$ cat src/rtl/alu_disp_pkg.sv
// Shared definitions for the calculator result display: symbol codes,
// active-high segment patterns and display state encodings.
package alu_disp_pkg;

  typedef enum logic [3:0] {
    DIG_0     = 4'd0,
    DIG_1     = 4'd1,
    DIG_2     = 4'd2,
    DIG_3     = 4'd3,
    DIG_4     = 4'd4,
    DIG_5     = 4'd5,
    DIG_6     = 4'd6,
    DIG_7     = 4'd7,
    DIG_8     = 4'd8,
    DIG_9     = 4'd9,
    SYM_MINUS = 4'd10,
    SYM_E     = 4'd11,
    SYM_R     = 4'd12,
    SYM_BLANK = 4'd13
  } sym_t;

  // Segment order {g,f,e,d,c,b,a}, active-high.
  localparam logic [6:0] SEG_DIG_0 = 7'h3F;
  localparam logic [6:0] SEG_DIG_1 = 7'h06;
  localparam logic [6:0] SEG_DIG_2 = 7'h5B;
  localparam logic [6:0] SEG_DIG_3 = 7'h4F;
  localparam logic [6:0] SEG_DIG_4 = 7'h66;
  localparam logic [6:0] SEG_DIG_5 = 7'h6D;
  localparam logic [6:0] SEG_DIG_6 = 7'h7D;
  localparam logic [6:0] SEG_DIG_7 = 7'h07;
  localparam logic [6:0] SEG_DIG_8 = 7'h7F;
  localparam logic [6:0] SEG_DIG_9 = 7'h6F;
  localparam logic [6:0] SEG_MINUS = 7'h40;
  localparam logic [6:0] SEG_E     = 7'h79;
  localparam logic [6:0] SEG_R     = 7'h50;
  localparam logic [6:0] SEG_BLANK = 7'h00;

  typedef enum logic {
    BLANK = 1'b0,
    SHOW  = 1'b1
  } state_t;

endpackage

$ cat src/rtl/result_display_seg7_encode.sv
// Symbol code to active-high 7-segment pattern; unused codes render blank.
module seg7_encode
  import alu_disp_pkg::*;
(
  input  logic [3:0] sym,
  output logic [6:0] seg
);

  always_comb begin
    seg = SEG_BLANK;
    case (sym)
      DIG_0:     seg = SEG_DIG_0;
      DIG_1:     seg = SEG_DIG_1;
      DIG_2:     seg = SEG_DIG_2;
      DIG_3:     seg = SEG_DIG_3;
      DIG_4:     seg = SEG_DIG_4;
      DIG_5:     seg = SEG_DIG_5;
      DIG_6:     seg = SEG_DIG_6;
      DIG_7:     seg = SEG_DIG_7;
      DIG_8:     seg = SEG_DIG_8;
      DIG_9:     seg = SEG_DIG_9;
      SYM_MINUS: seg = SEG_MINUS;
      SYM_E:     seg = SEG_E;
      SYM_R:     seg = SEG_R;
      default:   seg = SEG_BLANK;
    endcase
  end

endmodule

$ cat src/rtl/result_display.sv
// Captures the sign-magnitude ALU result and drives a scanned 4-digit
// common-anode 7-segment display showing the value or "Err".
module result_display
  import alu_disp_pkg::*;
#(
  parameter int CLK_DIV        = 50000,
  parameter bit SEG_ACTIVE_LOW = 1'b1,
  parameter bit AN_ACTIVE_LOW  = 1'b1
) (
  input  logic       i_clk,
  input  logic       i_rst,
  input  logic       i_valid,
  input  logic [4:0] i_result,
  input  logic       i_DZF,
  output logic [6:0] o_seg,
  output logic       o_dp,
  output logic [3:0] o_an,
  output logic       o_ack,
  output logic       o_err
);

  localparam int DIV_W = (CLK_DIV > 2) ? $clog2(CLK_DIV) : 1;
  localparam logic [DIV_W-1:0] DIV_LAST = DIV_W'(CLK_DIV - 1);

  state_t           state_reg, state_next;
  logic [DIV_W-1:0] div_reg, div_next;
  logic [1:0]       idx_reg, idx_next;
  logic [4:0]       result_reg;
  logic             dzf_reg;
  logic             ack_reg;
  logic [6:0]       seg_reg;
  logic [3:0]       an_reg;
  logic             err_reg;

  logic [3:0] mag;
  logic       neg;
  logic       is_err;
  logic [3:0] digit_code [4];
  logic [3:0] an_onehot;
  logic [3:0] sym_sel;
  logic [6:0] seg_pat;

  assign mag    = result_reg[3:0];
  assign neg    = result_reg[4];
  assign is_err = dzf_reg | (mag > 4'd9);

  // Negative zero shows as plain "0": the minus needs a nonzero magnitude.
  always_comb begin
    digit_code[0] = SYM_BLANK;
    digit_code[1] = SYM_BLANK;
    digit_code[2] = SYM_BLANK;
    digit_code[3] = SYM_BLANK;
    if (is_err) begin
      digit_code[3] = SYM_E;
      digit_code[2] = SYM_R;
      digit_code[1] = SYM_R;
    end else begin
      digit_code[0] = mag;
      if (neg && (mag != 4'd0)) digit_code[1] = SYM_MINUS;
    end
  end

  for (genvar gi = 0; gi < 4; gi++) begin : g_an
    assign an_onehot[gi] = (idx_reg == 2'(gi));
  end

  assign sym_sel = digit_code[idx_reg];

  seg7_encode u_seg7_encode (
    .sym (sym_sel),
    .seg (seg_pat)
  );

  always_ff @(posedge i_clk) begin
    if (i_rst) state_reg <= BLANK;
    else       state_reg <= state_next;
  end

  always_comb begin
    state_next = state_reg;
    div_next   = div_reg;
    idx_next   = idx_reg;
    case (state_reg)
      BLANK: begin
        if (i_valid) state_next = SHOW;
      end
      SHOW: begin
        if (div_reg == DIV_LAST) begin
          div_next = '0;
          idx_next = idx_reg + 2'd1;
        end else begin
          div_next = div_reg + 1'b1;
        end
      end
      default: state_next = BLANK;
    endcase
  end

  // Anode and segments are registered from the same index, so they stay paired.
  always_ff @(posedge i_clk) begin
    if (i_rst) begin
      div_reg    <= '0;
      idx_reg    <= '0;
      result_reg <= '0;
      dzf_reg    <= 1'b0;
      ack_reg    <= 1'b0;
      seg_reg    <= '0;
      an_reg     <= '0;
      err_reg    <= 1'b0;
    end else begin
      div_reg <= div_next;
      idx_reg <= idx_next;
      ack_reg <= i_valid;
      if (i_valid) begin
        result_reg <= i_result;
        dzf_reg    <= i_DZF;
      end
      err_reg <= is_err;
      if (state_reg == SHOW) begin
        an_reg  <= an_onehot;
        seg_reg <= seg_pat;
      end else begin
        an_reg  <= '0;
        seg_reg <= '0;
      end
    end
  end

  assign o_an  = AN_ACTIVE_LOW ? ~an_reg : an_reg;
  assign o_seg = SEG_ACTIVE_LOW ? ~seg_reg : seg_reg;
  assign o_dp  = SEG_ACTIVE_LOW;
  assign o_ack = ack_reg;
  assign o_err = err_reg;

endmodule

$ cat config.mk
export PLATFORM = sky130hd
export DESIGN_NAME = result_display
export DESIGN_NICKNAME = d
export VERILOG_FILES = /design/src/rtl/alu_disp_pkg.sv /design/src/rtl/result_display_seg7_encode.sv /design/src/rtl/result_display.sv
export SDC_FILE = /design/constraint.sdc
export NUM_CORES = 1
export LEC_CHECK = 0
export CAP_MARGIN = 40
export CORE_UTILIZATION = 30
export DETAILED_ROUTE_END_ITERATION = 8
export GPL_ROUTABILITY_DRIVEN = 0
export PLACE_DENSITY = 0.59
export SLEW_MARGIN = 10
export SYNTH_ARGS = -nofsm -noshare
export SYNTH_HDL_FRONTEND = slang
export SYNTH_HIERARCHICAL = 1
export SYNTH_SLANG_ARGS = --single-unit
export TNS_END_PERCENT = 10
$ cat constraint.sdc
create_clock -name i_clk -period 2.3 [get_ports i_clk]
set_clock_uncertainty 0.1 [all_clocks]
set_input_delay 0.345 -clock i_clk [delete_from_list [all_inputs] [get_ports i_clk]]
set_output_delay 0.345 -clock i_clk [all_outputs]
set_load 0.05 [all_outputs]
### After elaboration in Yosys (flattened, before gate mapping)

Memories as Yosys holds them, arrays and structs flattened. A register that Yosys moved wholly into a read port is not among the register bits.
Index checks and enable logic that the tools add are counted.

| word-level totals | value |
|---|---|
| register bits after elaboration | 31 |
| logic and storage cells | 37 |
| memory bits (read-only) | 112 |
| memories | 1 |
| output and inout port bits | 14 |

| operators by class | value |
|---|---|
| equal/unequal tests | 4 |
| mux-type cells | 10 |
| order comparisons | 2 |
| add/subtract/negate cells | 2 |
| reduce and logical (&&, ||, !) cells | 5 |
| bitwise gates (word level) | 5 |

Memory list:

| name | words | bits a word | read ports | clocked after Yosys merged registers in | write ports | line | text |
|---|---|---|---|---|---|---|---|
| (name not given) | 16 | 7 | 1 | 1 | 0 | result_display_seg7_encode.sv:11 | `case (sym)` |

Operators with widths:

| cell | number |
|---|---|
| $add A16 B1 Y16 const B | 1 |
| $eq A16 B16 Y1 const B | 1 |
| $mux W16 | 1 |
| $mux W4 | 3 |
| $bmux W4 S2 | 1 |
| $not A7 Y7 | 1 |
| $mux W3 | 2 |
| $mux W5 | 1 |
| $eq A2 B2 Y1 const B | 2 |
| $gt A4 B4 Y1 const B | 1 |
| $not A4 Y4 | 1 |
| $reduce_bool A4 Y1 | 1 |
| $ge A3 B3 Y1 const B | 1 |
| $not A2 Y3 | 1 |
| $add A2 B1 Y2 const B | 1 |
| $eq A2 B1 Y1 const B | 1 |
| $logic_not A2 Y1 | 1 |
| $mux W1 | 2 |
| $reduce_and A2 Y1 | 1 |
| $reduce_or A2 Y1 | 1 |
| $logic_and A1 B1 Y1 | 1 |
| $not A1 Y1 | 1 |
| $or A1 B1 Y1 | 1 |

### Depth between registers and ports, before layout

| depth | value |
|---|---|
| depth in word-level cells | 7 |
| gate-level depth with buffers | 9 |
| gate-level depth less buffers | 9 |

### Cells and area by module

Netlist, hierarchy kept.

By module, submodules not included:

| module | times used | cells each | sequential area each (um^2) | area an instance (um^2) |
|---|---|---|---|---|
| result_display | 1 | 175 | 760.7 | 1612.8 |
| seg7_encode | 1 | 31 | 0.0 | 249.0 |

### Worst setup path after synthesis

No wires, ideal clock.

| timing path | value |
|---|---|
| path kind | register to register |
| start point | register result_reg[0] |
| end point | register seg_reg[4] |
| arrival | 2.122 ns |
| buffers on the path | 0 |
| stages on the path, launching flop included | 9 |
| data required time | 2.085 ns |
| setup slack | -0.037 ns |
| library setup time | 0.115 ns |
| clock period less this slack | 2.337 ns |
| cell sequence | dfxtp_1 -> o41ai_1 -> a21oi_1 -> a311oi_1 -> inv_1 -> ha_1 -> and2b_2 -> a311o_1 -> and2_1 |

| on the way | value |
|---|---|
| longest elaborated chain between the ends | 7 |
| elaborated cells between the ends (all ways) | 11 |

Ends and longest elaborated chain:

| what | line | text |
|---|---|---|
| start: declaration | result_display.sv:28 | `logic [4:0] result_reg;` |
| start signal: assignment | result_display.sv:115 | `result_reg <= i_result;` |
| branches (longest 4 deep; another with $gt A4 B4 Y1) | - |  |
| $bmux W4 S2 * | result_display.sv:67 | `assign sym_sel = digit_code[idx_reg];` |
| $mux W4 (not written as such) * (2 in a row) | result_display.sv:67 |  |
| net sym_sel[0] | result_display.sv:40 | `logic [3:0] sym_sel;` |
| end: declaration | result_display.sv:31 | `logic [6:0] seg_reg;` |

Mark *: on every way through the listed nets, which the timed path passes. The select of a mux whose other input is x is not followed.
A chain may end at the register's enable or synchronous reset.

### Worst setup path in the final report

| timing path | value |
|---|---|
| start point | register result_reg[3] |
| end point | register seg_reg[4] |

The elaborated chain is that of the path after synthesis.

==> impl_summary.txt <==
----------------------------------------------------
[Status]
  Result of the run ... finished with violations
  Violated checks ... setup timing

[Yosys]
  Syn Area/Cell ... 9.04 um2
  Sequential cell area fraction in the yosys report ... 40.9%
  Total nets after synthesis ... 225
  Gate Count Post-Synth ... 206
  Most instantiated flip-flop cell in the synthesis netlist ... sky130_fd_sc_hd__dfxtp_1
  Synth warnings ... 6
  Post-synthesis cell area ... 1860 um2
  Synth unique cells ... 44
  EDFF count, synth ... 0
  Ys async rst share ... 0%
  Flip-flop and latch count after synthesis ... 38

[Placement]
  Number of port buffers ... 21
  Cells after DPL ... 304
  HPWL after DPL ... 2280 um
  Worst-case setup slack after placement ... -32.0 ps

[Route]
  DRC violations left ... 0
  Number of vias after detailed routing ... 1361
  Violation count after the first detailed-route iteration ... 70
  Detail-routed net length per standard cell ... 10.7 um
  Total wire length ... 3330 um
  Post-route ant nets ... 0
  Via count normalized by instance count ... 4.36
  Detailed-routing iteration count for the pre-antenna-repair pass ... 4

[Layout]
  Max reg flops ... 16
  Layout Cells excl Fill ... 312
  Number of nets in the finished design ... 256
  Synthesis-to-finish area growth ... 26.4%
  Fill cell instance count of the final layout ... 598
  Fraction of layout cells with a size suffix above 1 ... 15.2%
  Diodes inserted ... 0

[Worst setup path]
  Worst EP required ... 2380 ps
  Type of element launching the critical path ... flop
  Worst-path fanout max ... 4
  Data arrival time at the worst-slack endpoint ... 2380 ps
  Endpoint kind of the worst setup timing path ... flop
  Type of the worst setup path ... flop to flop

[GRT]
  Largest net degree at the start of global routing ... 16
  Total track usage ... 11.2%
  Via count of the first global-routing pass ... 1235
  Global route total overflow ... 0
  Number of antenna violations at the first check in global routing ... 0
  Global-route wire length before repair ... 5530 um

[Pwr]
  Sequential share of power ... 45.9%
  Total Power ... 1.53 mW
  Part of the total power dissipated in combinational logic ... 16.4%
  Internal Power ... 1.15 mW
  Switching fraction of total power ... 24.9%
  Leakage component of the power ... 0.911 nW
  Largest voltage drop on the vdd net ... 0.319 mV
  Power density normalized to cell area ... 650 nW/um2
  Relative contribution of the clock network to total power ... 37.7%
  Switching pwr ... 0.381 mW

[STA]
  Setup-violating endpoint count in the final report ... 1
  Unrepaired setup endpoints after global routing ... yes
  Fin. max-slew vios ... 0
  Relative slew slack ... 66.4%
  Final cycle utilization of the critical path ... 100%
  Minimum setup slack in the final design ... -0.422 ps
  Clock period minus final worst setup slack ... 2300 ps
  Final Hold Fails ... 0
  Max Clock Freq ... 0.435 GHz
  Actual slew at the worst max-slew pin ... 503 ps
  Sum of negative setup slack ... -0.422 ps

[Die]
  # IOs ... 23
  Initial standard-cell utilization of the core ... 31.3%
  FP Rows ... 28
  Core region area ... 5960 um2
  Total die area ... 6520 um2
  Chip width ... 80.8 um
  Height of the die ... 80.8 um

[Clock tree]
  Total CTS buffers ... 5
  Maximum clock path buffer count ... 2
  Clk slew on worst S/H paths ... 80 ps
  Sink count of the clock tree ... 38
  Clock latency at the later pin of the worst-skew pair ... 290 ps
  Htree depth ... 2
  CTS root buffer ... sky130_fd_sc_hd__clkbuf_8
  TritonCTS clock tree ... yes

[Worst hold path]
  Class of the tightest hold or removal check ... flop to flop

[Job]
  Max-capacitance violation count ... 0

----------------------------------------------------
cells in the mapped netlist, types with 2 or more instances:
library cell               instances  area share (%)
sky130_fd_sc_hd__nor4_1            6             2.0
sky130_fd_sc_hd__nand2_1           7             1.4
sky130_fd_sc_hd__buf_6             2             1.2
sky130_fd_sc_hd__inv_1            19             3.8
sky130_fd_sc_hd__mux2i_1           8             4.3
sky130_fd_sc_hd__nor2_1           31             6.2
sky130_fd_sc_hd__xor2_1            3             1.4
sky130_fd_sc_hd__buf_4             2            0.81
sky130_fd_sc_hd__xnor2_1          13             6.1
sky130_fd_sc_hd__ha_1             10             6.7
sky130_fd_sc_hd__o22ai_1           2            0.67
sky130_fd_sc_hd__nand2b_1          2            0.67
sky130_fd_sc_hd__clkbuf_1          3            0.60
sky130_fd_sc_hd__nand3_1           5             1.3
sky130_fd_sc_hd__nor3_1            4             1.1
sky130_fd_sc_hd__nor2b_1           5             1.7
sky130_fd_sc_hd__o21ai_0           2            0.54
sky130_fd_sc_hd__nand4_1           5             1.7
sky130_fd_sc_hd__or2_2             2            0.67
sky130_fd_sc_hd__dfxtp_1          38              41
sky130_fd_sc_hd__and2_1           11             3.7
sky130_fd_sc_hd__a21oi_1           2            0.54
sky130_fd_sc_hd__o21a_1            3             1.2
critical path, stage by stage (launching register included):
cell	delay, ps
sky130_fd_sc_hd__dfxtp_2	350
sky130_fd_sc_hd__o41ai_4	360
sky130_fd_sc_hd__buf_4	160
sky130_fd_sc_hd__nor4_1	40
sky130_fd_sc_hd__a31oi_1	200
sky130_fd_sc_hd__nand2_1	140
sky130_fd_sc_hd__ha_2	210
sky130_fd_sc_hd__and2b_2	200
sky130_fd_sc_hd__a311o_1	280
sky130_fd_sc_hd__and2_1	140
final cells by class:
cell class / count / area (um2) / share of cell area, %
Inverter: 19 / 71.3 / 3.03
Multi-Input combinational cell: 140 / 1010 / 43.0
Tap cell: 75 / 93.8 / 3.99
Sequential cell: 38 / 764 / 32.5
Clock inverter: 1 / 30.0 / 1.28
Clock buffer: 6 / 82.6 / 3.51
Timing Repair Buffer: 33 / 300 / 12.8
per-layer routing:
layer  GRT usage (%)  wire length [um]  vias to the layer above
li1                -                 -                      733
met1            15.2              1750                      600
met2            16.3              1430                       24
met3            2.70                87                        4
met4            6.07                67                        0
met5               0                 0                        -
placed cells by master (no fill, tap or decap), types with 2 or more instances in the layout:
cell type / instances
sky130_fd_sc_hd__inv_1: 17
sky130_fd_sc_hd__o21ai_0: 2
sky130_fd_sc_hd__inv_2: 2
sky130_fd_sc_hd__ha_1: 8
sky130_fd_sc_hd__and2_1: 11
sky130_fd_sc_hd__clkdlybuf4s50_1: 21
sky130_fd_sc_hd__dfxtp_1: 35
sky130_fd_sc_hd__dfxtp_2: 3
sky130_fd_sc_hd__mux2i_1: 8
sky130_fd_sc_hd__nand2_1: 7
sky130_fd_sc_hd__clkbuf_8: 6
sky130_fd_sc_hd__nor3_1: 4
sky130_fd_sc_hd__nor4_1: 5
sky130_fd_sc_hd__nand4_1: 5
sky130_fd_sc_hd__a21oi_1: 2
sky130_fd_sc_hd__nor2b_1: 5
sky130_fd_sc_hd__xor2_1: 3
sky130_fd_sc_hd__nor2_1: 31
sky130_fd_sc_hd__buf_4: 12
sky130_fd_sc_hd__nand3_1: 5
sky130_fd_sc_hd__nand2b_1: 2
sky130_fd_sc_hd__xnor2_1: 13
sky130_fd_sc_hd__o21a_1: 3
sky130_fd_sc_hd__o22ai_1: 2
through the flow:
stage                     utilization (%)  instance area [um2]  hold slack [ps]
after global placement               36.7                 2190              395
after floorplan                         -                 1870              324
final                                39.5                 2350              442
after detailed placement             36.7                 2190              416
after CTS                            38.7                 2310              441
after global routing                 39.5                 2350              463
power by group through the flow:
stage          Sequential, mW  Combinational [mW]  Clock [mW]
2_1_floorplan           0.715               0.169           0
3_3_place_gp            0.713               0.239           0
3_5_place_dp            0.713               0.240           0
4_1_cts                 0.699               0.241       0.599
5_1_grt                 0.705               0.276       0.626
6_report                0.701               0.251       0.577
worst paths after layout:
path | to | start | slack [ps] | depth (start not counted)
max reg2reg | seg_reg[4]$_SDFF_PP0_ | result_reg[3]$_SDFFE_PP0P_ | -0.4 | 9
min reg2reg | div_reg[15]$_SDFFE_PP0P_ | div_reg[15]$_SDFFE_PP0P_ | 440 | 2
min | div_reg[15]$_SDFFE_PP0P_ | div_reg[15]$_SDFFE_PP0P_ | 440 | 2
max | seg_reg[4]$_SDFF_PP0_ | result_reg[3]$_SDFFE_PP0P_ | -0.4 | 9
repair_timing:
action	4_1_cts	5_1_grt
endpoints found under the setup margin	1	6
hold buffers	0	0
pin swaps	1	4
resized for setup	1	10
setup buffers	0	1
kinds of logic (layout without fill, tap and decap cells):
family          after synthesis  after routing  share of synthesized area [%]
other cells                   1              1                          0.201
simple gates                 87             87                           25.7
mux                           9              9                           5.11
xor+xnor                     16             16                           7.53
fa+ha+maj                    10             10                           6.72
compound gates               17             17                           6.45
flops                        38             38                           40.9
buf+inv                      28             59                           7.46
Power figures use the tool's default switching activity.
